**config.mk**
```make
export PLATFORM = sky130hd
export DESIGN_NAME = lifo_arbiter
export DESIGN_NICKNAME = d
export VERILOG_FILES = /design/src/rtl/lifo_arb_pkg.sv /design/src/rtl/rr_arbiter.sv /design/src/rtl/lifo_arbiter.sv
export SDC_FILE = /design/constraint.sdc
export NUM_CORES = 1
export LEC_CHECK = 0
export BUFFER_PORTS_ARGS = -buffer_cell sky130_fd_sc_hd__buf_2
export CAP_MARGIN = 15
export CORE_ASPECT_RATIO = 0.7
export CORE_UTILIZATION = 31
export CTS_CLUSTER_DIAMETER = 60
export CTS_CLUSTER_SIZE = 10
export DETAILED_ROUTE_END_ITERATION = 10
export MAX_ROUTING_LAYER = met4
export PLACE_DENSITY_LB_ADDON = 0.3
export SETUP_SLACK_MARGIN = 0.1
export SYNTH_ARGS = -nofsm -noshare
export SYNTH_HDL_FRONTEND = slang
export SYNTH_SLANG_ARGS = --single-unit
```
**constraint.sdc**
```tcl
create_clock -name clk_i -period 3.25 [get_ports clk_i]
set_input_delay 0.975 -clock clk_i [delete_from_list [all_inputs] [get_ports clk_i]]
set_output_delay 0.975 -clock clk_i [all_outputs]
set_load 0.02 [all_outputs]
```
**src/rtl/lifo_arb_pkg.sv**
```systemverilog
// Shared definitions for the lifo_arbiter slice: operation encodings, lock FSM states
// and a small wrap-around index helper.
package lifo_arb_pkg;

    localparam logic OP_PUSH = 1'b0;
    localparam logic OP_POP  = 1'b1;

    typedef enum logic {ST_IDLE, ST_LOCKED} arb_state_t;

    // Next index after idx in a ring of n entries.
    function automatic int wrap_inc(input int idx, input int n);
        return (idx >= n - 1) ? 0 : idx + 1;
    endfunction

endpackage

```
**src/rtl/rr_arbiter.sv**
```systemverilog
// Combinational round-robin picker: first eligible index at or after prio, wrapping at N.
// Produces a one-hot grant, the winner index and a valid flag.
module rr_arbiter #(
    parameter int N  = 4,
    parameter int IW = (N > 1) ? $clog2(N) : 1
) (
    input  logic [N-1:0]  elig,
    input  logic [IW-1:0] prio,
    output logic [N-1:0]  gnt,
    output logic [IW-1:0] idx,
    output logic          valid
);

    function automatic logic [IW-1:0] offset_idx(input logic [IW-1:0] base, input int off);
        int sum;
        sum = int'(base) + off;
        if (sum >= N) begin
            sum = sum - N;
        end
        return IW'(sum);
    endfunction

    logic [IW-1:0] cand;

    always_comb begin
        cand  = '0;
        idx   = '0;
        valid = 1'b0;
        for (int i = 0; i < N; i++) begin
            cand = offset_idx(prio, i);
            if (!valid && elig[cand]) begin
                valid = 1'b1;
                idx   = cand;
            end
        end
        gnt      = '0;
        gnt[idx] = valid;
    end

endmodule

```
**src/rtl/lifo_arbiter.sv**
```systemverilog
// lifo_arbiter: shares one lifo among NREQ push/pop requesters with round-robin grants and
// a tagged pop-response pipeline. Define LIFO_ARB_LOCK_EN to add lock_i and the lock FSM.
module lifo_arbiter
    import lifo_arb_pkg::*;
#(
    parameter int DWIDTH     = 16,
    parameter int NREQ       = 4,
    parameter int IDW        = $clog2(NREQ),
    parameter int RD_LATENCY = 1,
    parameter int MAX_LOCK   = 8
) (
    input  logic                   clk_i,
    input  logic                   arst_i,
    input  logic [NREQ-1:0]        req_i,
    input  logic [NREQ-1:0]        op_i,
    input  logic [NREQ*DWIDTH-1:0] wdata_i,
`ifdef LIFO_ARB_LOCK_EN
    input  logic [NREQ-1:0]        lock_i,
`endif
    output logic [NREQ-1:0]        gnt_o,
    output logic                   rvalid_o,
    output logic [IDW-1:0]         rid_o,
    output logic [DWIDTH-1:0]      rdata_o,
    output logic                   lifo_wrreq_o,
    output logic [DWIDTH-1:0]      lifo_data_o,
    output logic                   lifo_rdreq_o,
    input  logic [DWIDTH-1:0]      lifo_q_i,
    input  logic                   lifo_empty_i,
    input  logic                   lifo_full_i
);

    if (NREQ < 2 || RD_LATENCY < 1 || MAX_LOCK < 1) begin : g_bad_params
        $error("lifo_arbiter: unsupported parameter set");
    end

    logic [NREQ-1:0] elig_raw;
    logic [NREQ-1:0] elig;
    logic [NREQ-1:0] win_gnt;
    logic [IDW-1:0]  win_idx;
    logic            win_valid;
    logic            grant;
    logic            win_pop;
    logic [IDW-1:0]  prio_reg;
    logic [IDW-1:0]  prio_next;

    // A request waits (is simply not eligible) while the stack cannot serve its operation.
    for (genvar gi = 0; gi < NREQ; gi++) begin : g_elig
        assign elig_raw[gi] = req_i[gi] &&
                              ((op_i[gi] == OP_POP) ? !lifo_empty_i : !lifo_full_i);
    end

`ifdef LIFO_ARB_LOCK_EN
    localparam int LCW = $clog2(MAX_LOCK + 1);

    arb_state_t     state_reg, state_next;
    logic [IDW-1:0] owner_reg, owner_next;
    logic [LCW-1:0] lock_cnt_reg, lock_cnt_next;
    logic           lock_release;

    assign elig = (state_reg == ST_LOCKED) ? (elig_raw & (NREQ'(1) << owner_reg)) : elig_raw;

    always_ff @(posedge clk_i or posedge arst_i) begin
        if (arst_i) begin
            state_reg    <= ST_IDLE;
            owner_reg    <= '0;
            lock_cnt_reg <= '0;
        end else begin
            state_reg    <= state_next;
            owner_reg    <= owner_next;
            lock_cnt_reg <= lock_cnt_next;
        end
    end

    always_comb begin
        state_next    = state_reg;
        owner_next    = owner_reg;
        lock_cnt_next = lock_cnt_reg;
        lock_release  = 1'b0;
        unique case (state_reg)
            ST_IDLE: begin
                // A one-grant limit means the lock would end on the grant that takes it.
                if (grant && lock_i[win_idx] && (MAX_LOCK > 1)) begin
                    state_next    = ST_LOCKED;
                    owner_next    = win_idx;
                    lock_cnt_next = LCW'(1);
                end
            end
            ST_LOCKED: begin
                if (grant) begin
                    lock_cnt_next = lock_cnt_reg + 1'b1;
                    lock_release  = !lock_i[owner_reg] ||
                                    (lock_cnt_reg >= LCW'(MAX_LOCK - 1));
                end else begin
                    lock_release  = !req_i[owner_reg];
                end
                if (lock_release) begin
                    state_next    = ST_IDLE;
                    lock_cnt_next = '0;
                end
            end
            default: state_next = ST_IDLE;
        endcase
    end
`else
    assign elig = elig_raw;
`endif

    rr_arbiter #(
        .N  (NREQ),
        .IW (IDW)
    ) u_rr_arbiter (
        .elig  (elig),
        .prio  (prio_reg),
        .gnt   (win_gnt),
        .idx   (win_idx),
        .valid (win_valid)
    );

    // Outputs are forced quiet while reset is held, even though they are combinational.
    assign grant        = win_valid && !arst_i;
    assign win_pop      = (op_i[win_idx] == OP_POP);
    assign gnt_o        = grant ? win_gnt : '0;
    assign lifo_wrreq_o = grant && !win_pop;
    assign lifo_rdreq_o = grant && win_pop;
    assign lifo_data_o  = wdata_i[win_idx*DWIDTH +: DWIDTH];

    always_comb begin
        prio_next = prio_reg;
        if (grant) begin
            prio_next = IDW'(wrap_inc(int'(win_idx), NREQ));
        end
`ifdef LIFO_ARB_LOCK_EN
        else if (lock_release) begin
            prio_next = IDW'(wrap_inc(int'(owner_reg), NREQ));
        end
`endif
    end

    always_ff @(posedge clk_i or posedge arst_i) begin
        if (arst_i) begin
            prio_reg <= '0;
        end else begin
            prio_reg <= prio_next;
        end
    end

    // Response tag pipeline aligned with the lifo read latency; reset drops in-flight pops.
    logic [RD_LATENCY-1:0] vld_reg;
    logic [IDW-1:0]        rid_reg [RD_LATENCY];

    always_ff @(posedge clk_i or posedge arst_i) begin
        if (arst_i) begin
            vld_reg <= '0;
            for (int i = 0; i < RD_LATENCY; i++) begin
                rid_reg[i] <= '0;
            end
        end else begin
            for (int i = RD_LATENCY - 1; i > 0; i--) begin
                vld_reg[i] <= vld_reg[i-1];
                rid_reg[i] <= rid_reg[i-1];
            end
            vld_reg[0] <= lifo_rdreq_o;
            rid_reg[0] <= win_idx;
        end
    end

    assign rvalid_o = vld_reg[RD_LATENCY-1];
    assign rid_o    = rid_reg[RD_LATENCY-1];
    assign rdata_o  = lifo_q_i;

endmodule

```
-- Word level (Yosys, flattened, before mapping)
Cells that the tools add are included.
- output and inout bits: 41
- bits of input ports: 92
- bits in registers: 5
- logic and storage cells: 72
- shifts and indexed selects: 1
- bitwise gates (word level): 1
- magnitude comparators: 11
- reduce and logical (&&, ||, !) cells: 18
- add/sub/neg operators: 8
- muxes and demuxes: 30
- operators by type and width (kind ; count):
    $shiftx 64x7->16 ; 1
    $mux 2 ; 9
    $lt 2x3->1 const B ; 5
    $mux 1 ; 14
    $logic_and 1x1->1 ; 11
    $bmux 1 s2 ; 5
    $ge 3x3->1 const B ; 3
    $sub 2x1->2 const B ; 4
    $logic_not 1->1 ; 7
    $add 2x2->3 const B ; 2
    $and 4x4->4 ; 1
    $mux 4 ; 1
    $add 2x1->3 const B ; 1
    $ge 2x3->1 const B ; 1
    $add 2x1->2 const B ; 1
    $demux 1 s2 ; 1
    $ge 2x1->1 const B ; 1
    $ge 2x2->1 const B ; 1

-- Depth between registers and ports, before layout
Gate-level depths: netlist of run 1.
- depth in word-level cells: 21
- depth in mapped cells: 10
- gate-level depth less buffers: 8

-- By module
A second synthesis of run 1 with hierarchy kept.
- cells, all modules: 94
- area total of the unflattened synthesis: 1013.5 um2
- by module, submodules not included (module ; area an instance (um2) ; instances ; cells each ; seq. area each (um2)):
    lifo_arbiter ; 830.8 ; 1 ; 62 ; 125.1
    rr_arbiter ; 182.7 ; 1 ; 32 ; 0.0

-- Worst setup path before layout of run 1
Ideal clock, no wire load.
- path kind: in2out
- from: input op_i[0]
- to: output gnt_o[1]
- path buffers: 1
- setup slack: -0.224 ns
- stages: 7
- data required time: 2.275 ns
- arrival time: 2.499 ns
- path through: mux2i_1 > a32oi_1 > o311ai_1 > or2_4 > inv_2 > buf_6 > nor3_1
- cells in the longest elaborated chain, start to end: 20
- elaborated cells on any way between the ends: 32
- classes of those cells: order compare: 2; mux: 20; bitwise: 1; reduce/logical: 9
- RTL lines (item ; RTL line ; source):
    start, declared ; lifo_arbiter.sv:15 ; input logic [NREQ-1:0] op_i,
    $mux 1 * ; lifo_arbiter.sv:49 ; ((op_i[gi] == OP_POP) ? !lifo_empty_i : !lifo_full_i);
    $logic_and 1x1->1 * ; lifo_arbiter.sv:48 ; assign elig_raw[gi] = req_i[gi] &&
    $bmux 1 s2 ; rr_arbiter.sv:31 ; if (!valid && elig[cand]) begin
    $mux 1 (implied by the code) ; rr_arbiter.sv:31 ;
    $mux 1 ; rr_arbiter.sv:31 ;
    $logic_not 1->1 ; rr_arbiter.sv:31 ;
    $logic_and 1x1->1 ; rr_arbiter.sv:31 ;
    $mux 1 ; rr_arbiter.sv:31 ;
    [4 not listed] ; - ;
    $logic_and 1x1->1 ; rr_arbiter.sv:31 ;
    $mux 2 ; rr_arbiter.sv:31 ;
    $lt 2x3->1 (implied by the code) / $ge 2x1->1 (equally long branches) ; rr_arbiter.sv:37 ; gnt[idx] = valid;
    $logic_and 1x1->1 (implied by the code) ; rr_arbiter.sv:37 ;
    $mux 1 (implied by the code) ; rr_arbiter.sv:37 ;
    $demux 1 s2 ; - ;
    $and 4x4->4 (no line) ; - ;
    $mux 4 * ; lifo_arbiter.sv:122 ; assign gnt_o = grant ? win_gnt : '0;
    end, declared ; lifo_arbiter.sv:20 ; output logic [NREQ-1:0] gnt_o,
Every way passes the cells marked *; elsewhere a longest branch is shown, timed or not. The select of a mux whose other input is x is not followed.

-- Worst setup path in the final report of run 1
- from: input op_i[1]
- to: output lifo_data_o[13]
- cells in the longest elaborated chain, start to end: 15
- elaborated cells on any way between the ends: 24
- classes of those cells: shift: 1; mux: 16; reduce/logical: 7
- RTL lines (item ; RTL line ; source):
    $mux 1 * ; lifo_arbiter.sv:49 ;
    $logic_and 1x1->1 * ; lifo_arbiter.sv:48 ;
    $bmux 1 s2 ; rr_arbiter.sv:31 ;
    $mux 1 (implied by the code) ; rr_arbiter.sv:31 ;
    $mux 1 ; rr_arbiter.sv:31 ;
    $logic_not 1->1 ; rr_arbiter.sv:31 ;
    $logic_and 1x1->1 ; rr_arbiter.sv:31 ;
    $mux 1 ; rr_arbiter.sv:31 ;
    $logic_not 1->1 ; rr_arbiter.sv:31 ;
    $logic_and 1x1->1 ; rr_arbiter.sv:31 ;
    $mux 1 ; rr_arbiter.sv:31 ;
    $logic_not 1->1 ; rr_arbiter.sv:31 ;
    $logic_and 1x1->1 ; rr_arbiter.sv:31 ;
    $mux 2 * ; rr_arbiter.sv:31 ;
    $shiftx 64x7->16 * ; lifo_arbiter.sv:125 ; assign lifo_data_o = wdata_i[win_idx*DWIDTH +: DWIDTH];
    end, declared ; lifo_arbiter.sv:25 ; output logic [DWIDTH-1:0] lifo_data_o,
Marks and branches as above.

==> run metrics, run 1 <==
outcome=finished with violations; failing checks=negative setup slack; layout cells sized above 1=79.5%; share of the synthesized area in the top cell type=46.3%; CTS tree=built; Die ar.=0.00394 sq mm; Switch Pwr=0.000477 W; CP most frequent cell=mux2i_4; Post-Synth XOR/XNOR Area=0%; Hold Path Stages=1; Synth warnings=0; Post-synth EDFFs=0; Top FF cell, synth=dfrtp_1; Sw Share=41.0%; min-delay src=prio_reg[1]; FP Rows=18; final period utilization=111%; Slew Limit Headroom=77.9%; setup TNS=-6.73 ns; first-pass GRT wire length=4840 um; hold path endpoint=prio_reg[1]; DR vias/cell=4.65; Worst EP required=2.27 ns; Unique masters post-synth=30; CTS H-Tree Depth=1; synthesized area per cell=9.38 sq um; vias=1296; TritonRoute pass-1 iters=4; RePlAce Congestion=0.942; cells after synthesis=122; Setup crit end kind=primary output; most instantiated cells after synthesis=mux2i_1, buf_4, nand2_1; cell with the most instances after synthesis=mux2i_1; worst skew pair latency=0.22 ns; largest stage delay on the critical path=0.33 ns; CTS clock-pin slew for the worst setup and hold paths=0.04 ns; Adder-Cell Fraction of Synth Area=1.09%; Net Count, Synth=215; multiplexer share of the synthesized area=48.6%; post-synth design cell area=0.00114 sq mm; I/O pins=133; fillers=306; R2R Setup Slk=1.31 ns; slowest cell on the critical path=o311a_1; core box area=0.00354 sq mm; final setup vio count=22; area of the multi-input gates=0.00111 sq mm; compound-cell area share of the yosys netlist=8.52%; max-cap violation count=0; crit-path max FO=7; post-synthesis sequential element count=5; Worst Clk Skew=0.00138 ns; RSZ-0062 raised after global routing=true; area taken by flip-flops and latches=125 sq um; FFs w/ async S/R, synth=100%; reg2reg path depth=7; CTS Buf Count=3; post-synthesis simple-gate area fraction=10.2%; Pleak=1.12 nW; DR WL/cell=13.0 um; Die W=74.6 um; global route overflow=0; largest net degree at the start of global routing=12; Tmin final=3.61 ns; register area share after synthesis=10.9%; PortBufs=100; internal power=0.000687 W; CTS sink count=5; antenna viol nets, final=0; Setup Slack @ Placement=-0.424 ns; largest family of logic cells by synthesized area=multiplexers; Peak VDD IR=0.000331 V; Area contributors post-synth=mux2i_1, buf_4, dfrtp_1; drc violations=0; Max Root-Sink Buffers=2; critical path type=in -> out; final hold violations=0; fmax=277 MHz; Critical Path Start Type=primary input; die height=52.8 um; Finished Core Util=64.2%; Slew Viols, Final=0; Reg2Reg Capture Point=prio_reg[1]; worst setup margin=-0.362 ns; reg-to-reg startpoint=prio_reg[1]; vias in the first global route=1145; ant diodes=0; arrival time worst endpoint=2.64 ns; Initial Util=32.4%; cell taking the most area after synthesis=mux2i_1; DP HPWL=2760 um; Area Growth Syn to Fin=98.4%; Global Route Usage Sum=16.6%; Starting DRT DRC Count=27; nets=323; Hold/Removal Path Class=reg -> reg; final WL=3630 um; antenna violations before repair=0; PwrDens=513 mW/mm^2; Worst-Margin Slew=0.329 ns; crit-path cells=buf_8 -> mux2i_4 -> and2_1 -> o311a_1 -> o21ai_4 -> buf_6 -> buf_12 -> mux2i_4 -> mux2i_4 -> buf_6; share of total power in combinational logic=81.4%; cell family with most CP delay=buffers and inverters; WP buf/inv=4; Clock power frac=9.9%; register share of total power=8.7%; clock root buffer=clkbuf_8
metal layers:
| metal | vias up | global-route usage, % | part of all wire, % |
|---|---|---|---|
| met5 | - | - | 0 |
| met3 | 4 | 2.69 | 7.9 |
| met2 | 64 | 28.1 | 48 |
| met4 | 0 | 5.66 | 0.17 |
| met1 | 587 | 20.1 | 44 |
| li1 | 641 | - | - |
cells by family after synthesis:
family,after synthesis
muxes,55
buffers and inverters,28
and+or+nand+nor,22
AOI/OAI and AO/OA,11
DFF,5
adders and majority gates,1
layout make-up:
cell class | count | share of cell area (%)
Multi-Input combinational cell | 89 | 48.9
Clock buffer | 3 | 1.82
Tap cell | 50 | 2.75
Clock inverter | 1 | 0.220
Inverter | 6 | 1.21
Sequential cell | 5 | 5.51
Timing Repair Buffer | 125 | 39.6
power groups by stage:
stage / sequential (W) / combinational [W] / clock [W]
after floorplan: 0.000107 / 0.000573 / 0
after global placement: 0.000101 / 0.000751 / 0
after detailed placement: 0.000101 / 0.000755 / 0
after CTS: 0.000101 / 0.000885 / 0.000118
after global routing: 0.000105 / 0.00101 / 0.000125
final: 0.000101 / 0.000948 / 0.000115
repair_timing:
item	4_1_cts	5_1_grt
pin swaps	4	4
setup buffers	7	0
setup endpoints to repair	22	22
gates cloned	1	1
hold buffers	0	0
gates resized for setup	38	21
layout by cell type (no fill, tap or decap), types with 2 or more instances in the layout:
master and count:
buf_2 85, mux2i_2 24, buf_4 19, mux2i_1 15
mux2i_4 14, buf_6 10, buf_12 6, inv_1 5
nand2_1 5, dfrtp_1 5, clkbuf_8 3, buf_8 3
and2_4 2, a21oi_1 2, and2_1 2, nor2_1 2
o21ai_0 2, nand3b_1 2
how the worst max path moves through the flow:
stage          cells past startpoint  slack (ns)         endpoint          from
6_report                          10       -0.36  lifo_data_o[13]       op_i[1]
5_1_grt                           10       -0.43  lifo_data_o[12]       op_i[1]
4_1_cts                           10       -0.36  lifo_data_o[13]       op_i[1]
3_5_place_dp                       9       -0.42   lifo_data_o[4]  lifo_empty_i
3_3_place_gp                       9       -0.39   lifo_data_o[4]       op_i[2]
2_1_floorplan                      7       -0.09     lifo_wrreq_o       op_i[2]
per-stage QoR:
stage	hold WS (ns)	total power (W)	area, sq um	cells
after global routing	0.705	0.00124	2270	279
after CTS	0.636	0.00110	2150	278
final	0.657	0.00116	2270	279
after detailed placement	0.623	0.000856	1870	266
after floorplan	0.566	0.000680	1340	122
after global placement	0.639	0.000852	1870	266
Power figures use the tool's default switching activity.
==> run 2: changes to the inputs <==
--- a/config.mk
+++ b/config.mk
@@ -8,12 +8,14 @@
 export BUFFER_PORTS_ARGS = -buffer_cell sky130_fd_sc_hd__buf_2
 export CAP_MARGIN = 15
 export CORE_ASPECT_RATIO = 0.7
+export CORE_MARGIN = 2
 export CORE_UTILIZATION = 31
 export CTS_CLUSTER_DIAMETER = 60
 export CTS_CLUSTER_SIZE = 10
 export DETAILED_ROUTE_END_ITERATION = 10
 export MAX_ROUTING_LAYER = met4
 export PLACE_DENSITY_LB_ADDON = 0.3
+export REMOVE_ABC_BUFFERS = 1
 export SETUP_SLACK_MARGIN = 0.1
 export SYNTH_ARGS = -nofsm -noshare
 export SYNTH_HDL_FRONTEND = slang
==> run metrics, run 2 (synthesis gave the netlist of run 1 again) <==
nets=327; fillers=315; Worst EP required=2.27 ns; Max Root-Sink Buffers=2; antenna violations before repair=0; Slew Viols, Final=0; DP HPWL=3030 um; Post-Place Cells=266; Global Route Usage Sum=18.6%; leading cell type in the layout, fill and taps excluded=buf_2; CTS tree=built; Peak VDD IR=0.000237 V; drc violations=0; clock root buffer=clkbuf_8; vias=1317; final period utilization=114%; commonest non-fill, non-tap cells in the layout=buf_2, mux2i_1, buf_4; Critical Path Start Type=primary input; WP buf/inv=4; CP most frequent cell=buf_12; Tmin final=3.70 ns; Slew Limit Headroom=80.4%; CTS Buf Count=3; vias in the first global route=1201; PwrDens=507 mW/mm^2; TritonRoute pass-1 iters=4; critical path type=in -> out; I/O pins=133; final setup vio count=22; Hold/Removal Path Class=reg -> reg; DR vias/cell=4.65; Area Growth Syn to Fin=87.0%; first-pass GRT wire length=5700 um; total power=0.00108 W; failing checks=negative setup slack; R2R Setup Slk=1.28 ns; final WL=4260 um; outcome=finished with violations; CTS sink count=5; antenna viol nets, final=0; Final Non-Filler Cells=283; largest net degree at the start of global routing=12; Die W=76.6 um; RePlAce Congestion=0.834; Starting DRT DRC Count=11; die height=54.8 um; # hold bufs at CTS=0; FP Rows=18; Worst-Margin Slew=0.288 ns; Setup crit end kind=primary output; ant diodes=0; core box area=0.00354 sq mm; largest stage delay on the critical path=0.37 ns; PortBufs=100; RSZ-0062 raised after global routing=true; final hold violations=0; Pleak=1.18 nW; fmax=270 MHz; Post-Place Cell Area=0.00165 sq mm; Setup Slack @ Placement=-0.426 ns; layout cells sized above 1=67.4%; worst skew pair latency=0.23 ns; Initial Util=32.4%; global route overflow=0; crit-path cells=buf_8 -> mux2i_4 -> and2_1 -> o311a_1 -> o21ai_4 -> buf_12 -> buf_12 -> mux2i_2 -> mux2i_1 -> buf_4; cell family with most CP delay=buffers and inverters; Worst Clk Skew=0.00368 ns; Die ar.=0.00420 sq mm; slowest cell on the critical path=o311a_1; worst setup margin=-0.449 ns; max-cap violation count=0; CTS clock-pin slew for the worst setup and hold paths=0.04 ns; arrival time worst endpoint=2.72 ns; post-route cell area=0.00214 sq mm; CTS H-Tree Depth=1; crit-path max FO=6; DR WL/cell=15.0 um
-- run 2: cell types whose count changed in the layout (fill, tap and decap cells not counted), moves of 2 or more --
cell     before  now
buf_4        19   26
buf_8         3    1
mux2i_1      15   45
buf_2        85   82
mux2i_4      14    3
mux2i_2      24    5
-- run 2: metal layers --
metal	track usage [%]	wire length [um]	part of all wire [%]	vias up
li1	-	-	-	656
met1	21.8	1690	40	604
met2	28.9	2230	52	51
met3	8.25	283	6.6	6
met4	6.67	57	1.3	0
met5	-	0	0	-
-- run 2: stage by stage --
stage	setup TNS [ns]	hold slack (ns)	utilization [%]
after detailed placement	-7.52	0.623	46.6
after global placement	-6.93	0.643	46.6
final	-7.42	0.665	60.5
after CTS	-7.32	0.661	56.1
after global routing	-9.24	0.704	60.5
after floorplan	-24.45	0.566	-
-- run 2: where the power goes --
group	internal (W)	switching, W	leakage [nW]
combinational	0.000474	0.000393	1.09
sequential	0.0000825	0.0000191	0.0632
clock	0.0000843	0.0000322	0.0228
-- run 2: cell type report --
type / instances / area, sq um / area share (%)
Inverter: 6 / 30.0 / 1.40
Sequential cell: 5 / 125 / 5.84
Clock buffer: 4 / 45.0 / 2.10
Multi-Input combinational cell: 89 / 925 / 43.2
Tap cell: 50 / 62.6 / 2.92
Timing Repair Buffer: 129 / 953 / 44.5
-- run 2: path summary, 6_finish.rpt --
kind,cells past startpoint,endpoint,from
hold reg to reg,2,prio_reg[0],prio_reg[0]
min in group asynchronous,2,prio_reg[0],arst_i
setup reg to reg,7,rvalid_o,prio_reg[1]
max in group asynchronous,2,rid_o[1],arst_i
hold / removal,2,prio_reg[0],prio_reg[0]
setup / recovery,10,lifo_data_o[7],op_i[1]
-- run 2: worst reg2reg max path, stage by stage (launching register included) --
cell,delay [ns]
dfrtp_1,0.45
o311a_1,0.43
o21ai_4,0.14
buf_12,0.15
mux2_4,0.32
o2bb2ai_4,0.13
buf_4,0.13
buf_4,0.11
-- run 2: timing repair --
action                     4_1_cts  5_1_grt
gates cloned                     3        1
resized for setup               32       32
pin swaps                        5        7
setup endpoints to repair       22       22
setup buffers                    6        4
